==> src/rtl/pc_next_sel_pkg.sv <==
// Shared definitions for the next-PC selector: width helper and the
// per-cycle update decision.
package pc_next_sel_pkg;

   localparam int NUM_SRC_DEF = 4;

   typedef enum logic [1:0] {
      DEC_SEQ,
      DEC_LIVE,
      DEC_PEND
   } pc_dec_e;

   function automatic int clog2(input int n);
      int r;
      r = 0;
      while ((1 << r) < n) r++;
      return r;
   endfunction

endpackage

==> src/rtl/pc_next_sel_prio_enc.sv <==
// Fixed-priority encoder: highest set bit of valid_i wins.
module pc_prio_enc #(
   parameter int N  = 4,
   parameter int IW = 3
) (
   input  logic [N-1:0]  valid_i,
   output logic [IW-1:0] idx_o,
   output logic          any_o
);

   always_comb begin
      idx_o = '0;
      any_o = 1'b0;
      for (int i = 0; i < N; i++) begin
         if (valid_i[i]) begin
            idx_o = IW'(i);
            any_o = 1'b1;
         end
      end
   end

endmodule

==> src/rtl/pc_next_sel.sv <==
// Registered next-PC selector: prioritised redirects, stall hold with
// redirect capture, and misaligned-target trapping.
module pc_next_sel
   import pc_next_sel_pkg::*;
#(
   parameter int               WIDTH        = 32,
   parameter int               NUM_SRC      = NUM_SRC_DEF,
   parameter logic [WIDTH-1:0] RESET_VECTOR = '0,
   parameter int               INCR         = 4,
   parameter int               ALIGN_BITS   = 2
) (
   input  logic                             clk,
   input  logic                             rst_n,
   input  logic                             stall,
   input  logic [NUM_SRC-1:0]               src_valid,
   input  logic [NUM_SRC*WIDTH-1:0]         src_data,
   output logic [WIDTH-1:0]                 pc_o,
   output logic                             pc_valid_o,
   output logic [clog2(NUM_SRC+1)-1:0]      sel_o,
   output logic                             pending_o,
   output logic                             misalign_o,
   output logic [WIDTH-1:0]                 bad_addr_o
);

   localparam int               SEL_W   = clog2(NUM_SRC + 1);
   localparam logic [SEL_W-1:0] SEL_SEQ = SEL_W'(NUM_SRC);

   logic [SEL_W-1:0] hi_idx;
   logic             hi_any;
   logic [WIDTH-1:0] live_tgt;

   logic [WIDTH-1:0] pc_q, pc_d;
   logic             valid_q, valid_d;
   logic [SEL_W-1:0] sel_q, sel_d;
   logic             pend_q, pend_d;
   logic [SEL_W-1:0] pend_idx_q, pend_idx_d;
   logic [WIDTH-1:0] pend_tgt_q, pend_tgt_d;
   logic             mis_q, mis_d;
   logic [WIDTH-1:0] bad_q, bad_d;

   pc_dec_e          dec;
   logic [WIDTH-1:0] tgt;
   logic [SEL_W-1:0] tgt_idx;

   pc_prio_enc #(.N(NUM_SRC), .IW(SEL_W)) u_prio_enc (
      .valid_i (src_valid),
      .idx_o   (hi_idx),
      .any_o   (hi_any)
   );

   assign live_tgt = src_data[int'(hi_idx)*WIDTH +: WIDTH];

   always_comb begin
      pc_d       = pc_q;
      valid_d    = valid_q;
      sel_d      = sel_q;
      pend_d     = pend_q;
      pend_idx_d = pend_idx_q;
      pend_tgt_d = pend_tgt_q;
      mis_d      = 1'b0;
      bad_d      = bad_q;
      dec        = DEC_SEQ;
      tgt        = '0;
      tgt_idx    = SEL_SEQ;

      if (!valid_q) begin
         // first edge after reset only qualifies the reset vector
         valid_d = 1'b1;
      end else if (stall) begin
         if (hi_any && (!pend_q || hi_idx >= pend_idx_q)) begin
            pend_d     = 1'b1;
            pend_idx_d = hi_idx;
            pend_tgt_d = live_tgt;
         end
      end else begin
         pend_d = 1'b0;
         if (hi_any && (!pend_q || pend_idx_q < hi_idx)) begin
            dec     = DEC_LIVE;
            tgt     = live_tgt;
            tgt_idx = hi_idx;
         end else if (pend_q) begin
            dec     = DEC_PEND;
            tgt     = pend_tgt_q;
            tgt_idx = pend_idx_q;
         end

         if (dec == DEC_SEQ) begin
            pc_d  = pc_q + WIDTH'(INCR);
            sel_d = SEL_SEQ;
         end else if (|tgt[ALIGN_BITS-1:0]) begin
            mis_d = 1'b1;
            bad_d = tgt;
         end else begin
            pc_d  = tgt;
            sel_d = tgt_idx;
         end
      end
   end

   always_ff @(posedge clk or negedge rst_n) begin
      if (!rst_n) begin
         pc_q       <= RESET_VECTOR;
         valid_q    <= 1'b0;
         sel_q      <= SEL_SEQ;
         pend_q     <= 1'b0;
         pend_idx_q <= '0;
         pend_tgt_q <= '0;
         mis_q      <= 1'b0;
         bad_q      <= '0;
      end else begin
         pc_q       <= pc_d;
         valid_q    <= valid_d;
         sel_q      <= sel_d;
         pend_q     <= pend_d;
         pend_idx_q <= pend_idx_d;
         pend_tgt_q <= pend_tgt_d;
         mis_q      <= mis_d;
         bad_q      <= bad_d;
      end
   end

   assign pc_o       = pc_q;
   assign pc_valid_o = valid_q;
   assign sel_o      = sel_q;
   assign pending_o  = pend_q;
   assign misalign_o = mis_q;
   assign bad_addr_o = bad_q;

endmodule
==> config.mk <==
export PLATFORM = sky130hd
export DESIGN_NAME = pc_next_sel
export DESIGN_NICKNAME = d
export VERILOG_FILES = /design/src/rtl/pc_next_sel_pkg.sv /design/src/rtl/pc_next_sel_prio_enc.sv /design/src/rtl/pc_next_sel.sv
export SDC_FILE = /design/constraint.sdc
export NUM_CORES = 1
export LEC_CHECK = 0
export ABC_AREA = 1
export BUFFER_PORTS_ARGS = -buffer_cell sky130_fd_sc_hd__buf_4
export CELL_PAD_IN_SITES_DETAIL_PLACEMENT = 1
export CELL_PAD_IN_SITES_GLOBAL_PLACEMENT = 2
export CORE_MARGIN = 2
export CORE_UTILIZATION = 29
export CTS_CLUSTER_SIZE = 30
export DETAILED_ROUTE_END_ITERATION = 8
export HOLD_SLACK_MARGIN = 0.05
export PLACE_DENSITY = 0.82
export SLEW_MARGIN = 20
export SYNTH_ARGS = -nofsm -noshare
export SYNTH_HDL_FRONTEND = slang
export SYNTH_SLANG_ARGS = --single-unit
==> constraint.sdc <==
create_clock -name clk -period 3.8 [get_ports clk]
set_clock_uncertainty 0.1 [all_clocks]
set_input_delay 0.19 -clock clk [delete_from_list [all_inputs] [get_ports clk]]
set_output_delay 0.19 -clock clk [all_outputs]
set_load 0.01 [all_outputs]
==> impl_metrics.csv, run 1 <==
group,metric,value,unit
layout,finalNetCount,1434,
sta,post-route-period-util,0.766,
logic_synthesis,synthTopCellsByArea,"dfrtp_1 (37%), nand2_1 (28%), nand3_1 (7.6%), nor2_1 (4.9%), inv_1 (3.7%)",
logic_synthesis,synth_warnings,0,
placement,io_buffers,204,
layout,area_growth_syn_to_layout,30.3,%
power_and_ir_drop,total_power,4.96,mW
global_route,grt_max_degree,54,
setup_path,path_cells,"buf_4 -> inv_1 -> nand2_1 -> nand2_2 -> ha_1 -> inv_1 -> nand2_1 -> nand2_1 -> nand2_1 -> nand2_2 -> buf_4 -> nand2_1 -> o21ai_1 -> nand2_2 -> nand2_2 -> nand2_1 -> nand2_1",
logic_synthesis,synthFlopType,"dfrtp_1",
routing,num_vias,7712,
sta,grt_setup_unrepaired,"false",
hold_path,worstHoldStart,"src_data[111]",
logic_synthesis,ys_async_sr_fraction,1.00,
sta,worst_hold_slack,128,ps
logic_synthesis,yosys_register_bits,104,
setup_path,cp_common_cell,"nand2_1",
logic_synthesis,syn_area_per_cell,6.26,um^2
floorplan,initial_core_util,0.297,
setup_path,crit_start,"src_valid[2]",
clocking,htree_levels,3,
setup_path,rr_worst_depth,12,
clocking,ctsHoldBuffers,1,
sta,max_slew_margin,0.517,
logic_synthesis,syn-num-nets,1258,
clocking,ctsResizeCount,0,
setup_path,endpoint_kind,"register",
routing,drc,0,
power_and_ir_drop,combPwrFrac,0.416,
setup_path,cp_slowest_cell,"nand2_2",
routing,wl_per_cell,17.1,um
placement,dp_hpwl,21.6,mm
power_and_ir_drop,switchingPower,2.04,mW
routing,routed_wl,27.6,mm
power_and_ir_drop,p_leak,4.89,nW
global_route,grtUsageTotal,0.218,
layout,seqCellArea,2600,um^2
layout,diodes,0,
floorplan,die_x,159,um
logic_synthesis,ys_types,25,
layout,finish.utilization,0.387,
sta,max_freq,0.343,GHz
layout,drive_gt1_frac,0.194,
setup_path,r2r-start,"pend_idx_q[1]",
logic_synthesis,synth_area,7010,um^2
global_route,grt_overflow_total,0,
clocking,post_cts_buffers,0,
setup_path,slowest_delay,630,ps
power_and_ir_drop,powerDensity,543,nW/um^2
sta,fin_tns_setup,0,ps
logic_synthesis,yosysTopAreaCell,"dfrtp_1",
sta,finalHoldViolations,0,
sta,period_minus_slack,2910,ps
routing,ant_nets,0,
clocking,cts_made_buffers,9,
power_and_ir_drop,p_sw_frac,0.412,
sta,worst_slack,889,ps
clocking,cts_root_buf,"clkbuf_16",
setup_path,required,3990,ps
power_and_ir_drop,ir_drop,0.000231,V
global_route,grt_pass1_vias,7792,
logic_synthesis,synthCells,1120,
routing,dr.pass1.iters,5,
job,drv_cap,0,
floorplan,rows,56,
power_and_ir_drop,p_int,2.92,mW
routing,vias_per_cell,4.76,
clocking,clk_path_buf_depth,2,
sta,tightest_slew,722,ps
global_route,grt_pass1_wl,43.9,mm
floorplan,die_area,25400,um^2
setup_path,worstSetupStartpointType,"input pin",
layout,multi_input_comb_area,3880,um^2
layout,fillers,3112,
setup_path,crit_type,"input pin to register",
setup_path,cp_max_fo,33,
logic_synthesis,yosysSeqAreaShare,0.371,
global_route,antenna_found_initial,0,
floorplan,fp.dieH,159,um
floorplan,fp.coreArea,23600,um^2
logic_synthesis,yosysMostFrequentCell,"nand2_1",
placement,place_ws,508,ps
routing,drtIter0Drc,340,
hold_path,hp-class,"input pin to register",
sta,setup-violations-final,0,
status,run_status,"completed",
hold_path,min_path_cells,5,
power_and_ir_drop,clkPwrFrac,0.195,
logic_synthesis,netlist_top_cells_count,"nand2_1 (522), nand3_1 (106), dfrtp_1 (103), nor2_1 (91), inv_1 (70)",
clocking,clk_latency,360,ps
sta,drv_slew,0,
setup_path,cp_data_arrival_time,3100,ps
floorplan,pin_count,205,
logic_synthesis,synth_top_area_frac,0.368,
placement,place_congestion,0.820,
power_and_ir_drop,seqPwrFrac,0.388,
logic_synthesis,synth_edf_count,0,
clocking,cts.clk_slew.worst_paths,80,ps
clocking,cts.sinks,104,
clocking,cts_tree,"yes",
critical path, delay by kind of cell:
kind            cells  cell delay, ps
fa+ha+maj           1             190
compound gates      1             100
simple gates       11            1860
buf+inv             4             730
sequential cells by signal, indices dropped and copies added (netlist names):
| name | cells |
|---|---|
| pc_o | 32 |
| pc_valid_o | 1 |
| pend_idx_q | 2 |
| pending_o | 1 |
| misalign_o | 1 |
| sel_o | 3 |
| pend_tgt_q | 32 |
| bad_addr_o | 32 |
power groups by stage:
stage | combinational (mW) | clock [mW] | sequential, mW
global route | 2.33 | 1.03 | 1.98
global placement | 2.03 | 0 | 1.94
CTS | 2.09 | 0.995 | 1.93
detailed placement | 2.09 | 0 | 1.94
floorplan | 1.02 | 0 | 1.95
finish | 2.06 | 0.968 | 1.92
per-stage QoR:
stage | cells | instance area (um^2)
finish | 1620 | 9140
global route | 1620 | 9140
detailed placement | 1603 | 8830
global placement | 1603 | 8830
floorplan | 1120 | 7010
CTS | 1620 | 9140
layout by cell type (no fill, tap or decap):
| cell type | instances |
|---|---|
| clkbuf_1 | 1 |
| nand2_1 | 522 |
| nor2_1 | 88 |
| xnor2_1 | 4 |
| dfrtp_1 | 103 |
| inv_1 | 70 |
| a21oi_4 | 1 |
| clkbuf_8 | 1 |
| a21o_1 | 3 |
| dlygate4sd3_1 | 1 |
| nand4_1 | 1 |
| xor2_1 | 3 |
| o21ai_0 | 46 |
| clkbuf_16 | 9 |
| o21ai_1 | 1 |
| nor2_2 | 5 |
| inv_2 | 2 |
| nand3_1 | 106 |
| a21oi_1 | 41 |
| inv_6 | 1 |
| conb_1 | 1 |
| clkinv_2 | 3 |
| o21bai_1 | 31 |
| bufinv_16 | 1 |
| nand2_2 | 5 |
| nand3b_1 | 23 |
| dfstp_2 | 1 |
| nor3_1 | 1 |
| ha_1 | 3 |
| buf_4 | 223 |
cell type report:
class                      instances  area share
clock buffer                      11      0.0266
clock inverter                     5     0.00589
inverter                          72      0.0296
sequential                       104       0.285
timing repair buffer             224       0.184
multi-input combinational        885       0.425
tap                              319      0.0437
logic make-up after synthesis:
logic type,after synthesis,synth area share
buf+inv,131,0.0776
flops,104,0.371
xor+xnor,7,0.00875
other cells,1,0.000535
compound gates,123,0.0999
fa+ha+maj,3,0.00535
simple gates,751,0.436
path summary, 6_finish.rpt:
| kind | end | slack [ps] |
|---|---|---|
| min in group asynchronous | pc_o[3] | 340 |
| worst max-delay path | bad_addr_o[16] | 890 |
| worst min register to register | bad_addr_o[1] | 370 |
| worst max register to register | bad_addr_o[16] | 1090 |
| max in group asynchronous | sel_o[2] | 2370 |
| worst min-delay path | pend_tgt_q[15] | 130 |
routing by layer:
metal / routed length (um) / global-route usage
met3: 1600 / 0.0461
met4: 289 / 0.0434
met5: 0 / 0
met1: 13500 / 0.307
met2: 12300 / 0.344
(Power assumes the default switching activity.)
==> run 2: changes to the inputs <==
--- a/config.mk
+++ b/config.mk
@@ -10,11 +10,11 @@
 export CELL_PAD_IN_SITES_DETAIL_PLACEMENT = 1
 export CELL_PAD_IN_SITES_GLOBAL_PLACEMENT = 2
 export CORE_MARGIN = 2
-export CORE_UTILIZATION = 29
+export CORE_UTILIZATION = 27
 export CTS_CLUSTER_SIZE = 30
 export DETAILED_ROUTE_END_ITERATION = 8
 export HOLD_SLACK_MARGIN = 0.05
-export PLACE_DENSITY = 0.82
+export PLACE_DENSITY = 0.77
 export SLEW_MARGIN = 20
 export SYNTH_ARGS = -nofsm -noshare
 export SYNTH_HDL_FRONTEND = slang
==> constraint.sdc (replaced) <==
create_clock -name clk -period 2.9 [get_ports clk]
set_clock_uncertainty 0.1 [all_clocks]
set_input_delay 0.145 -clock clk [delete_from_list [all_inputs] [get_ports clk]]
set_output_delay 0.145 -clock clk [all_outputs]
set_load 0.01 [all_outputs]
==> run 2 against run 1 <==
Via count grew 0.39%. Critical path depth decreased by 5. Wire length up 2.4%. Non-clock buffer count is 6 higher. Sequential cell count unchanged. Sequential power increased by 32%. Register-to-register slack got worse by 760 ps. Die area increased by 7.2%. Power increased by 34%. Combinational power increased by 33%. Largest power group unchanged. Critical path type is now register to register.
==> impl_metrics.csv, run 2 (same netlist as run 1, synthesis figures left out) <==
group,metric,value,unit
status,run_status,"completed",
power_and_ir_drop,clkPwrFrac,0.203,
setup_path,required,3050,ps
sta,worst_hold_slack,78.8,ps
floorplan,initial_core_util,0.277,
power_and_ir_drop,p_sw_frac,0.411,
layout,diodes,0,
floorplan,die_area,27300,um^2
power_and_ir_drop,powerDensity,716,nW/um^2
layout,final_common_cell,"nand2_1",
clocking,cts_root_buf,"clkbuf_16",
power_and_ir_drop,switchingPower,2.72,mW
layout,drive_gt1_frac,0.198,
clocking,clk_latency,360,ps
layout,finalNetCount,1440,
sta,setup-violations-final,0,
global_route,grt_pass1_wl,44.6,mm
placement,dp_hpwl,22.3,mm
clocking,cts.sinks,104,
layout,final_cell_area,9240,um^2
sta,max_freq,0.389,GHz
clocking,htree_levels,3,
placement,place_congestion,0.819,
floorplan,fp.dieH,165,um
sta,post-route-period-util,0.887,
clocking,post_cts_buffers,0,
power_and_ir_drop,seqPwrFrac,0.384,
floorplan,die_x,165,um
global_route,grt_pass1_vias,7931,
power_and_ir_drop,ir_drop,0.000299,V
global_route,grt_overflow_total,0,
sta,finalHoldViolations,0,
routing,wl_per_cell,17.3,um
routing,drtIter0Drc,361,
routing,routed_wl,28.3,mm
job,drv_cap,0,
routing,vias_per_cell,4.73,
setup_path,cp_max_fo,50,
floorplan,fp.coreArea,25300,um^2
routing,ant_nets,0,
sta,drv_slew,0,
clocking,cts.clk_slew.worst_paths,70,ps
power_and_ir_drop,p_int,3.90,mW
clocking,cts_made_buffers,9,
sta,max_slew_margin,0.594,
routing,num_vias,7742,
setup_path,cp_data_arrival_time,2720,ps
global_route,grtUsageTotal,0.213,
power_and_ir_drop,combPwrFrac,0.413,
clocking,clk_path_buf_depth,2,
power_and_ir_drop,p_leak,4.94,nW
setup_path,endpoint_kind,"register",
sta,tightest_slew,602,ps
layout,area_growth_syn_to_layout,31.9,%
hold_path,hp-class,"input pin to register",
global_route,antenna_found_initial,0,
clocking,cts_tree,"yes",
routing,dr.pass1.iters,5,
placement,io_buffers,204,
floorplan,rows,58,
routing,drc,0,
sta,fin_tns_setup,0,ps
layout,final_cell_mix,"nand2_1 (522), buf_4 (226), nand3_1 (106)",
placement,place_area,8920,um^2
global_route,grt_max_degree,52,
floorplan,pin_count,205,
sta,period_minus_slack,2570,ps
setup_path,worstSetupStartpointType,"register",
sta,grt_setup_unrepaired,"false",
setup_path,crit_type,"register to register",
==> run 2: routing by layer <==
metal	vias to the layer above	GRT usage	part of all wire
li1	3865	-	-
met1	3643	0.308	0.49
met2	211	0.327	0.44
met3	23	0.0437	0.061
met4	0	0.0447	0.012
met5	-	0	0
==> run 2: area by class of cell <==
type                            instances  area [um^2]
Tap cell                              330          413
Clock buffer                            9          225
Multi-Input combinational cell        885         3880
Clock inverter                          6         83.8
Inverter                               72          270
Fill cell                            3323        16100
Sequential cell                       104         2600
Timing Repair Buffer                  230         1770
==> run 2: repair_timing <==
item,CTS,global route
hold buffers,1,0
setup endpoints to repair,0,0
hold endpoints to repair,31,0
gates resized for setup,0,0
==> run 2: path summary, 6_finish.rpt <==
path | from | endpoint | slack [ps] | cells past startpoint
min in group asynchronous | rst_n | pc_o[3] | 200 | 2
max in group asynchronous | rst_n | bad_addr_o[28] | 1770 | 3
hold / removal | src_data[103] | pend_tgt_q[7] | 80 | 5
setup / recovery | pend_idx_q[1] | pc_o[30] | 330 | 12
hold reg to reg | bad_addr_o[31] | bad_addr_o[31] | 380 | 2
setup reg to reg | pend_idx_q[1] | pc_o[30] | 330 | 12
==> run 2: critical path, cell delays in order (launching register included) <==
cell and delay, ps:
dfrtp_1 410, ha_1 320, nand2_1 70, nand2_1 50
nand2_1 90, nand2_2 180, inv_2 180, buf_4 440
nor2_1 80, a21oi_1 290, nand2_1 100, nand2_1 70
nand2_1 50
==> run 2: power by group through the flow <==
stage / combinational, mW / clock, mW / sequential, mW
floorplan: 1.34 / 0 / 2.55
global placement: 2.71 / 0 / 2.56
detailed placement: 2.76 / 0 / 2.57
CTS: 2.77 / 1.38 / 2.55
global route: 3.08 / 1.43 / 2.62
finish: 2.74 / 1.35 / 2.54
==> run 2: stage by stage <==
| step | instances | power [mW] | util | worst slack (ps) |
|---|---|---|---|---|
| after global placement | 1620 | 5.28 | 0.352 | 218 |
| after detailed placement | 1620 | 5.33 | 0.352 | 173 |
| after floorplan | 1120 | 3.89 | - | 671 |
| after global routing | 1636 | 7.13 | 0.365 | 102 |
| final | 1636 | 6.62 | 0.365 | 327 |
| after CTS | 1636 | 6.69 | 0.365 | 313 |
